## src/rtl/regfile_arb_if.sv

```systemverilog
// regfile_arb_if: bundles the two requester ports and the register-file port
// of regfile_arb. The slave modport is the arbiter; the master modport is the
// surrounding system (requesters plus the register file itself).
interface regfile_arb_if #(
  parameter int ADDR_W = 5,
  parameter int DATA_W = 32
);
  logic              req_a_;
  logic              req_b_;
  logic              we_a_;
  logic              we_b_;
  logic [ADDR_W-1:0] addr_a;
  logic [ADDR_W-1:0] addr_b;
  logic [DATA_W-1:0] din_a;
  logic [DATA_W-1:0] din_b;
  logic              gnt_a_;
  logic              gnt_b_;
  logic [DATA_W-1:0] rdata;
  logic              rvld_a;
  logic              rvld_b;
  logic              rf_we_;
  logic [ADDR_W-1:0] rf_addr;
  logic [DATA_W-1:0] rf_din;
  logic [DATA_W-1:0] rf_dout;
  logic              busy;

  modport slave (
    input  req_a_, req_b_, we_a_, we_b_, addr_a, addr_b, din_a, din_b, rf_dout,
    output gnt_a_, gnt_b_, rdata, rvld_a, rvld_b, rf_we_, rf_addr, rf_din, busy
  );

  modport master (
    output req_a_, req_b_, we_a_, we_b_, addr_a, addr_b, din_a, din_b, rf_dout,
    input  gnt_a_, gnt_b_, rdata, rvld_a, rvld_b, rf_we_, rf_addr, rf_din, busy
  );
endinterface

```

## src/rtl/regfile_arb.sv

```systemverilog
// regfile_arb: round-robin arbiter letting two requesters share one
// single-port register file. Every output is registered. A requester granted
// in one cycle is not eligible in the next, so a lone continuous requester
// gets every other cycle while two continuous requesters alternate.
// Optional feature macro: REGFILE_ARB_CLEAR_EN. When defined, the first DEPTH
// cycles after each reset release write zero to register-file words
// 0..DEPTH-1 while busy is high; when undefined, arbitration starts at once
// and busy is tied low.
module regfile_arb #(
  parameter int ADDR_W = 5,
  parameter int DATA_W = 32,
  parameter int DEPTH  = 32
) (
  input logic          clk,
  input logic          reset_,
  regfile_arb_if.slave bus
);

`ifdef REGFILE_ARB_CLEAR_EN
  typedef enum logic {ARB, CLEAR} state_t;
  localparam state_t          RESET_STATE = CLEAR;
  localparam logic [ADDR_W:0] CLEAR_END   = (ADDR_W + 1)'(DEPTH);
  logic [ADDR_W:0] clr_cnt;
`else
  typedef enum logic {ARB} state_t;
  localparam state_t RESET_STATE = ARB;
`endif

  state_t state;
  logic   ptr_b;
  logic   elig_a;
  logic   elig_b;
  logic   pick_a;

  // Reject parameter sets where the clear range does not fit the address space.
  if (DEPTH < 1 || DEPTH > (1 << ADDR_W) || DATA_W < 1) begin : g_bad_params
    $error("regfile_arb: DEPTH must lie in 1..2**ADDR_W and DATA_W must be positive");
  end

  // A requester is eligible when asking and not granted in the cycle just ending.
  assign elig_a = !bus.req_a_ && bus.gnt_a_;
  assign elig_b = !bus.req_b_ && bus.gnt_b_;
  assign pick_a = elig_a && (!elig_b || !ptr_b);

`ifndef REGFILE_ARB_CLEAR_EN
  // Without the clear sequence there is never anything to be busy with.
  assign bus.busy = 1'b0;
`endif

  // Single FSM: clear sequencing, grant selection, and read-data capture.
  always_ff @(posedge clk or negedge reset_) begin
    if (!reset_) begin
      state       <= RESET_STATE;
      ptr_b       <= 1'b0;
      bus.gnt_a_  <= 1'b1;
      bus.gnt_b_  <= 1'b1;
      bus.rf_we_  <= 1'b1;
      bus.rf_addr <= {ADDR_W{1'b0}};
      bus.rf_din  <= {DATA_W{1'b0}};
      bus.rdata   <= {DATA_W{1'b0}};
      bus.rvld_a  <= 1'b0;
      bus.rvld_b  <= 1'b0;
`ifdef REGFILE_ARB_CLEAR_EN
      bus.busy    <= 1'b1;
      clr_cnt     <= '0;
`endif
    end else begin
      bus.gnt_a_ <= 1'b1;
      bus.gnt_b_ <= 1'b1;
      bus.rf_we_ <= 1'b1;
      bus.rvld_a <= !bus.gnt_a_ && bus.rf_we_;
      bus.rvld_b <= !bus.gnt_b_ && bus.rf_we_;
      if ((!bus.gnt_a_ || !bus.gnt_b_) && bus.rf_we_) begin
        bus.rdata <= bus.rf_dout;
      end
      case (state)
`ifdef REGFILE_ARB_CLEAR_EN
        CLEAR: begin
          if (clr_cnt == CLEAR_END) begin
            state    <= ARB;
            bus.busy <= 1'b0;
          end else begin
            bus.rf_we_  <= 1'b0;
            bus.rf_addr <= clr_cnt[ADDR_W-1:0];
            bus.rf_din  <= {DATA_W{1'b0}};
            clr_cnt     <= clr_cnt + 1'b1;
          end
        end
`endif
        ARB: begin
          if (pick_a) begin
            bus.gnt_a_  <= 1'b0;
            bus.rf_we_  <= bus.we_a_;
            bus.rf_addr <= bus.addr_a;
            bus.rf_din  <= bus.din_a;
            ptr_b       <= 1'b1;
          end else if (elig_b) begin
            bus.gnt_b_  <= 1'b0;
            bus.rf_we_  <= bus.we_b_;
            bus.rf_addr <= bus.addr_b;
            bus.rf_din  <= bus.din_b;
            ptr_b       <= 1'b0;
          end
        end
        default: state <= ARB;
      endcase
    end
  end

endmodule

```

## src/flat_wrapper.sv

```systemverilog
// flat-port wrapper written by rule: the top's interface ports become plain ports
module regfile_arb_flat 
#(
  parameter int ADDR_W = 5,
  parameter int DATA_W = 32,
  parameter int DEPTH  = 32
)
  (clk, reset_, bus_req_a_, bus_req_b_, bus_we_a_, bus_we_b_, bus_addr_a, bus_addr_b, bus_din_a, bus_din_b, bus_rf_dout, bus_gnt_a_, bus_gnt_b_, bus_rdata, bus_rvld_a, bus_rvld_b, bus_rf_we_, bus_rf_addr, bus_rf_din, bus_busy);
  regfile_arb_if #(.ADDR_W(ADDR_W), .DATA_W(DATA_W)) bus_i ();
  input logic clk;
  input logic reset_;
  input wire logic [$bits(bus_i.req_a_)-1:0] bus_req_a_;
  input wire logic [$bits(bus_i.req_b_)-1:0] bus_req_b_;
  input wire logic [$bits(bus_i.we_a_)-1:0] bus_we_a_;
  input wire logic [$bits(bus_i.we_b_)-1:0] bus_we_b_;
  input wire logic [$bits(bus_i.addr_a)-1:0] bus_addr_a;
  input wire logic [$bits(bus_i.addr_b)-1:0] bus_addr_b;
  input wire logic [$bits(bus_i.din_a)-1:0] bus_din_a;
  input wire logic [$bits(bus_i.din_b)-1:0] bus_din_b;
  input wire logic [$bits(bus_i.rf_dout)-1:0] bus_rf_dout;
  output wire logic [$bits(bus_i.gnt_a_)-1:0] bus_gnt_a_;
  output wire logic [$bits(bus_i.gnt_b_)-1:0] bus_gnt_b_;
  output wire logic [$bits(bus_i.rdata)-1:0] bus_rdata;
  output wire logic [$bits(bus_i.rvld_a)-1:0] bus_rvld_a;
  output wire logic [$bits(bus_i.rvld_b)-1:0] bus_rvld_b;
  output wire logic [$bits(bus_i.rf_we_)-1:0] bus_rf_we_;
  output wire logic [$bits(bus_i.rf_addr)-1:0] bus_rf_addr;
  output wire logic [$bits(bus_i.rf_din)-1:0] bus_rf_din;
  output wire logic [$bits(bus_i.busy)-1:0] bus_busy;
  assign bus_i.req_a_ = bus_req_a_;
  assign bus_i.req_b_ = bus_req_b_;
  assign bus_i.we_a_ = bus_we_a_;
  assign bus_i.we_b_ = bus_we_b_;
  assign bus_i.addr_a = bus_addr_a;
  assign bus_i.addr_b = bus_addr_b;
  assign bus_i.din_a = bus_din_a;
  assign bus_i.din_b = bus_din_b;
  assign bus_i.rf_dout = bus_rf_dout;
  assign bus_gnt_a_ = bus_i.gnt_a_;
  assign bus_gnt_b_ = bus_i.gnt_b_;
  assign bus_rdata = bus_i.rdata;
  assign bus_rvld_a = bus_i.rvld_a;
  assign bus_rvld_b = bus_i.rvld_b;
  assign bus_rf_we_ = bus_i.rf_we_;
  assign bus_rf_addr = bus_i.rf_addr;
  assign bus_rf_din = bus_i.rf_din;
  assign bus_busy = bus_i.busy;
  regfile_arb #(.ADDR_W(ADDR_W), .DATA_W(DATA_W), .DEPTH(DEPTH)) u_core (.clk(clk), .reset_(reset_), .bus(bus_i));
endmodule
```

## config.mk

```make
export PLATFORM = sky130hd
export DESIGN_NAME = regfile_arb_flat
export DESIGN_NICKNAME = d
export VERILOG_FILES = /design/src/rtl/regfile_arb_if.sv /design/src/rtl/regfile_arb.sv /design/src/flat_wrapper.sv
export SDC_FILE = /design/constraint.sdc
export NUM_CORES = 1
export LEC_CHECK = 0
export CAP_MARGIN = 25
export CORE_ASPECT_RATIO = 0.7
export CORE_MARGIN = 4
export CORE_UTILIZATION = 34
export DETAILED_ROUTE_END_ITERATION = 7
export PLACE_DENSITY_LB_ADDON = 0.08
export SLEW_MARGIN = 20
export SYNTH_ARGS = -nofsm -noshare
export SYNTH_HDL_FRONTEND = slang
export SYNTH_SLANG_ARGS = --single-unit
```

## constraint.sdc

```tcl
create_clock -name clk -period 1.5 [get_ports clk]
set_input_delay 0.15 -clock clk [delete_from_list [all_inputs] [get_ports clk]]
set_output_delay 0.15 -clock clk [all_outputs]
set_load 0.01 [all_outputs]
```

* Word-level counts from Yosys, hierarchy flattened
Index checks and enable logic that the tools add are counted.
Storage, ports and cells: register bits 75, memory bits (writable) 0, latch bits 0, memories 0, ROM bits 0
Operators by class: equal/unequal tests 0, shift operators 0, mux-type cells 11, $mul 0, $add $sub $neg 0, reduce and logical (&&, ||, !) cells 15, bitwise operators 0, order comparisons 0, divide/modulo/power cells 0
Operators with widths (count):
- $mux W32 | 2
- $mux W5 | 2
- $mux W1 | 7
- $logic_and A1 B1 Y1 | 6
- $logic_not A1 Y1 | 6
- $logic_or A1 B1 Y1 | 2
- $reduce_bool A2 Y1 | 1

* Longest topological paths before layout
word-level depth 6, gate-level depth with buffers 5, gate-level depth less buffers 4

* Worst setup path before layout
No wires, ideal clock.
kind register to register, start point reg u_core.bus.gnt_a_, end point reg u_core.bus.rf_addr[0], data required time 1374 ps, buffers on the path 2, setup slack 18 ps, library setup time 126 ps, data arrival time 1357 ps, stages on the path, launching flop included 6, cell sequence dfstp_2 nor2b_4 buf_4 buf_2 nor3b_1 a221o_1
Between the ends: word-level cells in the longest chain between the ends 3, elaborated cells on any way between the ends 4, those cells by class mux (1); reduce/logical (3)
RTL lines:
- start: declaration | line regfile_arb_if.sv:29 | output gnt_a_, gnt_b_, rdata, rvld_a, rvld_b, rf_we_, rf_addr, rf_din, busy
- start signal: assignment | line regfile_arb.sv:55 | bus.gnt_a_ <= 1'b1;
- start signal: assignment | line regfile_arb.sv:68 | bus.gnt_a_ <= 1'b1;
- start signal: assignment | line regfile_arb.sv:92 | bus.gnt_a_ <= 1'b0;
- $logic_and A1 B1 Y1 (*) | line regfile_arb.sv:41 | assign elig_a = !bus.req_a_ && bus.gnt_a_;
- $logic_and A1 B1 Y1 (*) | line regfile_arb.sv:43 | assign pick_a = elig_a && (!elig_b || !ptr_b);
- $mux W5 / $reduce_bool A2 Y1 (equally long branches)
- end signal: assignment | line regfile_arb.sv:58 | bus.rf_addr <= {ADDR_W{1'b0}};
- end signal: assignment | line regfile_arb.sv:94 | bus.rf_addr <= bus.addr_a;
- end signal: assignment | line regfile_arb.sv:100 | bus.rf_addr <= bus.addr_b;
- end: declaration | line regfile_arb_if.sv:29
Every way passes the cells marked *; elsewhere a longest branch is shown, timed or not. A chain may end at the register's enable or synchronous reset.

* Worst setup path after layout
start point reg u_core.bus.gnt_b_, end point reg u_core.bus.rf_addr[2]
Between the ends: word-level cells in the longest chain between the ends 5, elaborated cells on any way between the ends 6, those cells by class mux (1); reduce/logical (5)
RTL lines:
- start: declaration | line regfile_arb_if.sv:29
- start signal: assignment | line regfile_arb.sv:56 | bus.gnt_b_ <= 1'b1;
- start signal: assignment | line regfile_arb.sv:69 | bus.gnt_b_ <= 1'b1;
- start signal: assignment | line regfile_arb.sv:98 | bus.gnt_b_ <= 1'b0;
- $logic_and A1 B1 Y1 (*) | line regfile_arb.sv:42 | assign elig_b = !bus.req_b_ && bus.gnt_b_;
- $logic_not A1 Y1 | line regfile_arb.sv:43
- $logic_or A1 B1 Y1 | line regfile_arb.sv:43
- $logic_and A1 B1 Y1 | line regfile_arb.sv:43
- $mux W5 / $reduce_bool A2 Y1 (equally long branches)
Marks and branches as above.

==> impl_metrics.ini <==
[synth]
syn_area_mm2 = 0.003141
ys_types = 26
synth_edf_count = 0
yosysWarnings = 0
yosysSeqAreaShare_pct = 59.88
synth_top_area_share_pct = 57.37
yosysTopAreaCell = dfrtp_1
synth-async-reset-ratio_pct = 100.0
syn-num-nets = 327
synth_area_per_cell_um2 = 14.61
synthFlopType = dfrtp_1
syn_inst = 215
ys_top_cells_by_area = dfrtp_1, a221o_1, mux2_1, nor3b_1, dfstp_2
ys_seq_elements = 75

[drt]
routed_via_density = 4.809
firstDrtPassIters = 4
vias = 2616
drc_errors = 0
wirelength_mm = 9.439
drt_iter0_markers = 110
wl_per_cell_um = 17.35
final_antenna_net_count = 0

[setup_path]
critical_path_required_ps = 1700
cp_max_fo = 20
cp-start-kind = flip-flop
critPathArrivalTime_ps = 1690
worst_setup_path_end_kind = flip-flop
crit_type = flip-flop to flip-flop

[pwr]
p_per_area_mw_per_mm2 = 1505
totalPowerFinal_w = 0.008476
peakVddDrop_uv = 590.7
p_leak_nw = 2.281

[floorplan]
start_util_pct = 34.76
die_h_um = 88.41
core_mm2 = 0.009035
die_w_um = 122.9
die_area_mm2 = 0.01086
io_pins = 187
rows = 29

[run_status]
status = finished clean

[sta]
hold_viol = 0
skew_ps = 6.586
fin_crit_ps = 1487
hold_ws_ps = 364.4
rsz0062_at_grt = true
max_freq_mhz = 672.5
slew_violations = 0
report.final.setup_viol = 0
final.period_utilization_pct = 99.13

[cells_and_area]
num-fill-cells = 708
nets = 527
post-route-util_pct = 62.35
diodes = 0
synthToLayoutAreaGrowth_pct = 79.36
drive_gt1_share_pct = 12.62

[global_route]
grt_pass1_vias = 2942
grt_max_degree = 76
track_usage_pct = 17.79
grt_antenna_before_repair = 0
grt_pass1_wl_mm = 15.04
grt-ovfl-total = 0

[clock_network]
clockRootBuffer = clkbuf_16
clkSinkCount = 75
cts.htree.levels = 3
clockBufferDepth = 2
cts_tree = built
clk_pin_slew_ps = 60
numCtsBuffers = 9
clock_latency_ps = 320

[placement]
hpwl_mm = 6.972
portBuffers = 185
routabilityCongestion = 0.7323

[hold_path]
hp-class = input pin to asynchronous set/reset pin

[flow_run]
maxCapViolCount = 0
==> repair_timing <==
item                                    in CTS  in global routing
buffers inserted                             1                  2
endpoints found under the setup margin       4                 22
pin swaps                                    0                  3
hold buffers                                 1                  0
gates resized for setup                      3                  2
hold endpoints to repair                    72                  0
==> per-stage QoR <==
stage	setup slack [ps]	instance area, um2	setup TNS (ps)	instances
6_report	13.09	5633	0	544
3_5_place_dp	-100.5	5254	-2955	524
5_1_grt	-45.52	5633	-507.0	544
3_3_place_gp	-81.66	5254	-2597	524
2_1_floorplan	17.53	3141	0	215
4_1_cts	1.173	5610	0	542
==> registers in the layout, indices dropped and copies added (netlist names) <==
name	flops
u_core.bus.rdata	32
u_core.bus.rf_din	32
u_core.bus.rf_addr	5
u_core.bus.gnt_a_	1
u_core.bus.gnt_b_	1
u_core.bus.rf_we_	1
u_core.bus.rvld_a	1
u_core.bus.rvld_b	1
u_core.ptr_b	1
==> cell usage after synthesis, types with 2 or more instances <==
library cell / instances
nor3b_1: 36
buf_4: 3
dfrtp_1: 72
mux2_1: 26
buf_2: 10
nor2b_1: 2
dfstp_2: 3
mux2_2: 6
inv_1: 2
buf_6: 4
a221o_1: 36
==> worst paths after layout <==
path,start,endpoint,slack (ps),cells after the start
max in group asynchronous,reset_,u_core.bus.gnt_a_,750,3
min,reset_,u_core.bus.rdata[13],360,3
min reg2reg,u_core.bus.rdata[5],u_core.bus.rdata[5],480,1
min in group clk,bus_we_a_,u_core.bus.rf_we_,420,2
max reg2reg,u_core.bus.gnt_b_,u_core.bus.rf_addr[2],10,4
max,u_core.bus.gnt_b_,u_core.bus.rf_addr[2],10,4
==> cells in the final DEF (no fill, tap or decap), drive strengths merged <==
cell / instances
mux2: 32
nor2: 1
clkinvlp: 2
a211o: 1
a21boi: 2
clkbuf: 10
nor3b: 37
a21o: 1
clkinv: 1
bufinv: 3
o221a: 1
dfstp: 3
dlygate4sd2: 3
a221o: 36
inv: 3
buf: 22
or3: 1
and2b: 1
o21a: 1
nand2b: 1
nor2b: 3
dfrtp: 72
dlygate4sd3: 1
conb: 1
clkdlybuf4s50: 181
==> worst max-delay path: stages (launching register included) <==
cell and delay [ps]:
dfstp_2 550, and2b_4 200, a21boi_4 100, buf_12 160, a221o_1 360
==> cells by family after synthesis <==
| logic type | after synthesis | synth area share, % |
|---|---|---|
| compound gates | 42 | 13.55 |
| buf+inv | 21 | 4.223 |
| flops | 75 | 59.88 |
| mux | 32 | 11.47 |
| other cells | 1 | 0.1194 |
| simple gates | 44 | 10.76 |
==> where the power goes <==
part / leakage, nW / switching (W) / total, W / internal (W)
sequential: 0.894 / 0.000280 / 0.00291 / 0.00263
combinational: 1.23 / 0.00116 / 0.00312 / 0.00196
clock: 0.159 / 0.000818 / 0.00245 / 0.00163
total: 2.28 / 0.00226 / 0.00848 / 0.00621
==> routing by layer <==
layer  up-vias  global-route usage (%)  share of wire, %
li1       1226                       -                 -
met1      1270                   22.29                42
met2       110                   28.85                47
met3        10                   6.709               9.2
met4         0                   5.488               1.2
met5         -                       0                 0
==> area by class of cell <==
type | instances | area, um2 | share of cell area [%]
clock inverters | 6 | 113.9 | 2.021
inverters | 3 | 11.26 | 0.1999
well taps | 124 | 155.1 | 2.754
repair buffers | 207 | 2108 | 37.43
clock buffers | 10 | 229.0 | 4.065
flip-flops and latches | 75 | 1881 | 33.39
multi-input cells | 119 | 1135 | 20.15
(Power assumes the default switching activity.)
==> RTL edit (config.mk and constraints unchanged) <==
`DATA_W` is set to 32 in 3 places; all go to 36.
--- a/src/rtl/regfile_arb_if.sv
+++ b/src/rtl/regfile_arb_if.sv
@@ -5,3 +5,3 @@
   parameter int ADDR_W = 5,
-  parameter int DATA_W = 32
+  parameter int DATA_W = 36
 );
--- a/src/rtl/regfile_arb.sv
+++ b/src/rtl/regfile_arb.sv
@@ -10,3 +10,3 @@
   parameter int ADDR_W = 5,
-  parameter int DATA_W = 32,
+  parameter int DATA_W = 36,
   parameter int DEPTH  = 32
--- a/src/flat_wrapper.sv
+++ b/src/flat_wrapper.sv
@@ -4,3 +4,3 @@
   parameter int ADDR_W = 5,
-  parameter int DATA_W = 32,
+  parameter int DATA_W = 36,
   parameter int DEPTH  = 32
Interface: changed (5 resized); port bits go from 187 to 207. No check against the original RTL was run, so the function may have changed too.
==> RTL edit against the unedited design <==
- the run now ends with setup timing left
- final area increased by 16%
- area after synthesis up 11%
- non-clock buffer count up 39
- sequential cell count grew 8
- clock skew is essentially flat
- synthesized cell count is 12% higher
- total power up 14%
- die area up 10%
- worst setup slack got worse by 55 ps
- wire length up 26%
- critical endpoint is now u_core.bus.rf_din[28]$_DFFE_PN0P_
- largest cell class unchanged
==> RTL edit: results (changes against the unedited design) <==
Total GRT Usage - 18.55% (was 17.79%)
Largest net degree at the start of global routing - 38 (was 76)
Critical path peak fanout - 11 (was 20)
Root buf cell - clkbuf_16 (unchanged)
Regs by FF count - u_core.bus.rdata: 36 flops, u_core.bus.rf_din: 36 flops, u_core.bus.rf_addr: 5 flops (was u_core.bus.rdata: 32 flops, u_core.bus.rf_din: 32 flops, u_core.bus.rf_addr: 5 flops)
Peak supply drop - 0.9150 mV (was 0.5907 mV)
CTS resizes - 10 (was 3)
Metal-1 WL - 5081 um (was 3973 um)
Post-CTS setup buffer count - 5 (was 1)
H-tree Lvls - 3 (unchanged)
Dpl cell area - 0.005776 mm2 (was 0.005254 mm2)
Setup WS post-layout - -41.75 ps (was 13.09 ps)
Fill cells - 749 (was 708)
Dpl ws - -165.7 ps (was -100.5 ps)
Vias per cell - 5.008 (was 4.809)
Synth area leaders - dfrtp_1 (57%), a221o_1 (11%), nor3b_1 (8.6%), mux2_2 (7.1%), mux2_1 (4.5%) (was dfrtp_1 (57%), a221o_1 (11%), mux2_1 (9.3%), nor3b_1 (8.6%), dfstp_2 (2.5%))
# nets final - 598 (was 527)
Yosys Warn Count - 0 (unchanged)
CTS buffer count - 9 (unchanged)
Hold Buf Count CTS - 1 (unchanged)
Layout cell share with drive strength beyond 1 - 20.46% (was 12.62%)
Worst EP arrival - 1750 ps (was 1690 ps)
Failing checks - setup timing
CTS clk-pin slew, worst paths - 60 ps (about the same)
Status - complete, but fails checks (was completed)
First-pass GRT wire length - 17200 um (was 15040 um)
Routed WL - 11850 um (was 9439 um)
Pleak - 2.724 nW (was 2.281 nW)
Vias in the first global route - 3275 (was 2942)
Cells after DPL - 572 (was 524)
# diodes - 0 (unchanged)
Most common library cells after synthesis - dfrtp_1 (80), a221o_1 (40), nor3b_1 (40) (was dfrtp_1 (72), a221o_1 (36), nor3b_1 (36))
Avg Inst Size Synth - 14.52 um2 (was 14.61 um2)
Detailed Routing Iterations Pass 1 - 4 (unchanged)
Sw Pwr - 2.652 mW (was 2.263 mW)
Clk buf depth - 2 (unchanged)
Vias - 3040 (was 2616)
Met3 wire len - 1047 um (was 871 um)
Crit path max-delay cell type - dfstp_2 (unchanged)
IO buf count - 205 (was 185)
Worst Skew - 6.685 ps (was 6.586 ps)
CP peak stage delay - 530 ps (was 550 ps)
Met2 routed WL - 5589 um (was 4482 um)
Drt initial violations - 139 (was 110)
Hold crit path type - in2async (unchanged)
Seq/Total Area, Yosys - 59.69% (was 59.88%)
Routability cong. - 0.8064 (was 0.7323)
Initial antenna violation count - 0 (unchanged)
Syn_nets - 364 (was 327)
# setup viols final - 56 (was 0)
Top sig layer - met4 (unchanged)
Setup TNS - -866.4 ps (was 0 ps)
Clock Latency Late Sink - 330 ps
Post-DP HPWL - 8347 um (was 6972 um)
[RTL edit: path summary, 6_finish.rpt]
check	cells after the start	from	end	slack, ps
max reg2reg	5	u_core.bus.gnt_b_$_DFF_PN1_	u_core.bus.rf_din[28]$_DFFE_PN0P_	-40
min in group clk	2	bus_rf_dout[11]	u_core.bus.rdata[11]$_DFFE_PN0P_	420
min reg2reg	1	u_core.bus.rdata[29]$_DFFE_PN0P_	u_core.bus.rdata[29]$_DFFE_PN0P_	490
min	2	reset_	u_core.bus.rdata[19]$_DFFE_PN0P_	290
max in group asynchronous	3	reset_	u_core.bus.rf_we_$_DFF_PN1_	650
max	5	u_core.bus.gnt_b_$_DFF_PN1_	u_core.bus.rf_din[28]$_DFFE_PN0P_	-40
[RTL edit: kinds of logic (layout without fill, tap and decap cells)]
logic type / Yosys count / after routing / share of synthesized area (%)
compound gates: 46 / 46 / 13.28
buf+inv: 26 / 265 / 4.738
flops: 83 / 83 / 59.69
mux: 36 / 36 / 11.63
other cells: 1 / 1 / 0.1076
simple gates: 48 / 48 / 10.55
[RTL edit: power groups by stage]
stage	clock, mW	sequential, mW	combinational, mW
after floorplan	0	3.58	1.10
after global placement	0	3.25	3.46
after detailed placement	0	3.28	3.50
after CTS	2.42	3.25	3.63
after global routing	2.49	3.35	4.28
final	2.36	3.26	4.04
[RTL edit: per-layer routing]
layer  vias to the layer above  track usage (%)
met3                        12            7.666
met1                      1516            22.70
met4                         0            4.808
li1                       1389                -
met5                         -                0
met2                       123            30.34
[RTL edit: layout make-up]
type	count	area, um2	share of cell area, %
Sequential cell	83	2081	31.91
Clock inverter	6	88.84	1.362
Tap cell	128	160.2	2.456
Clock buffer	10	239.0	3.665
Timing Repair Buffer	246	2600	39.87
Multi-Input combinational cell	131	1341	20.57
Inverter	3	11.26	0.1727
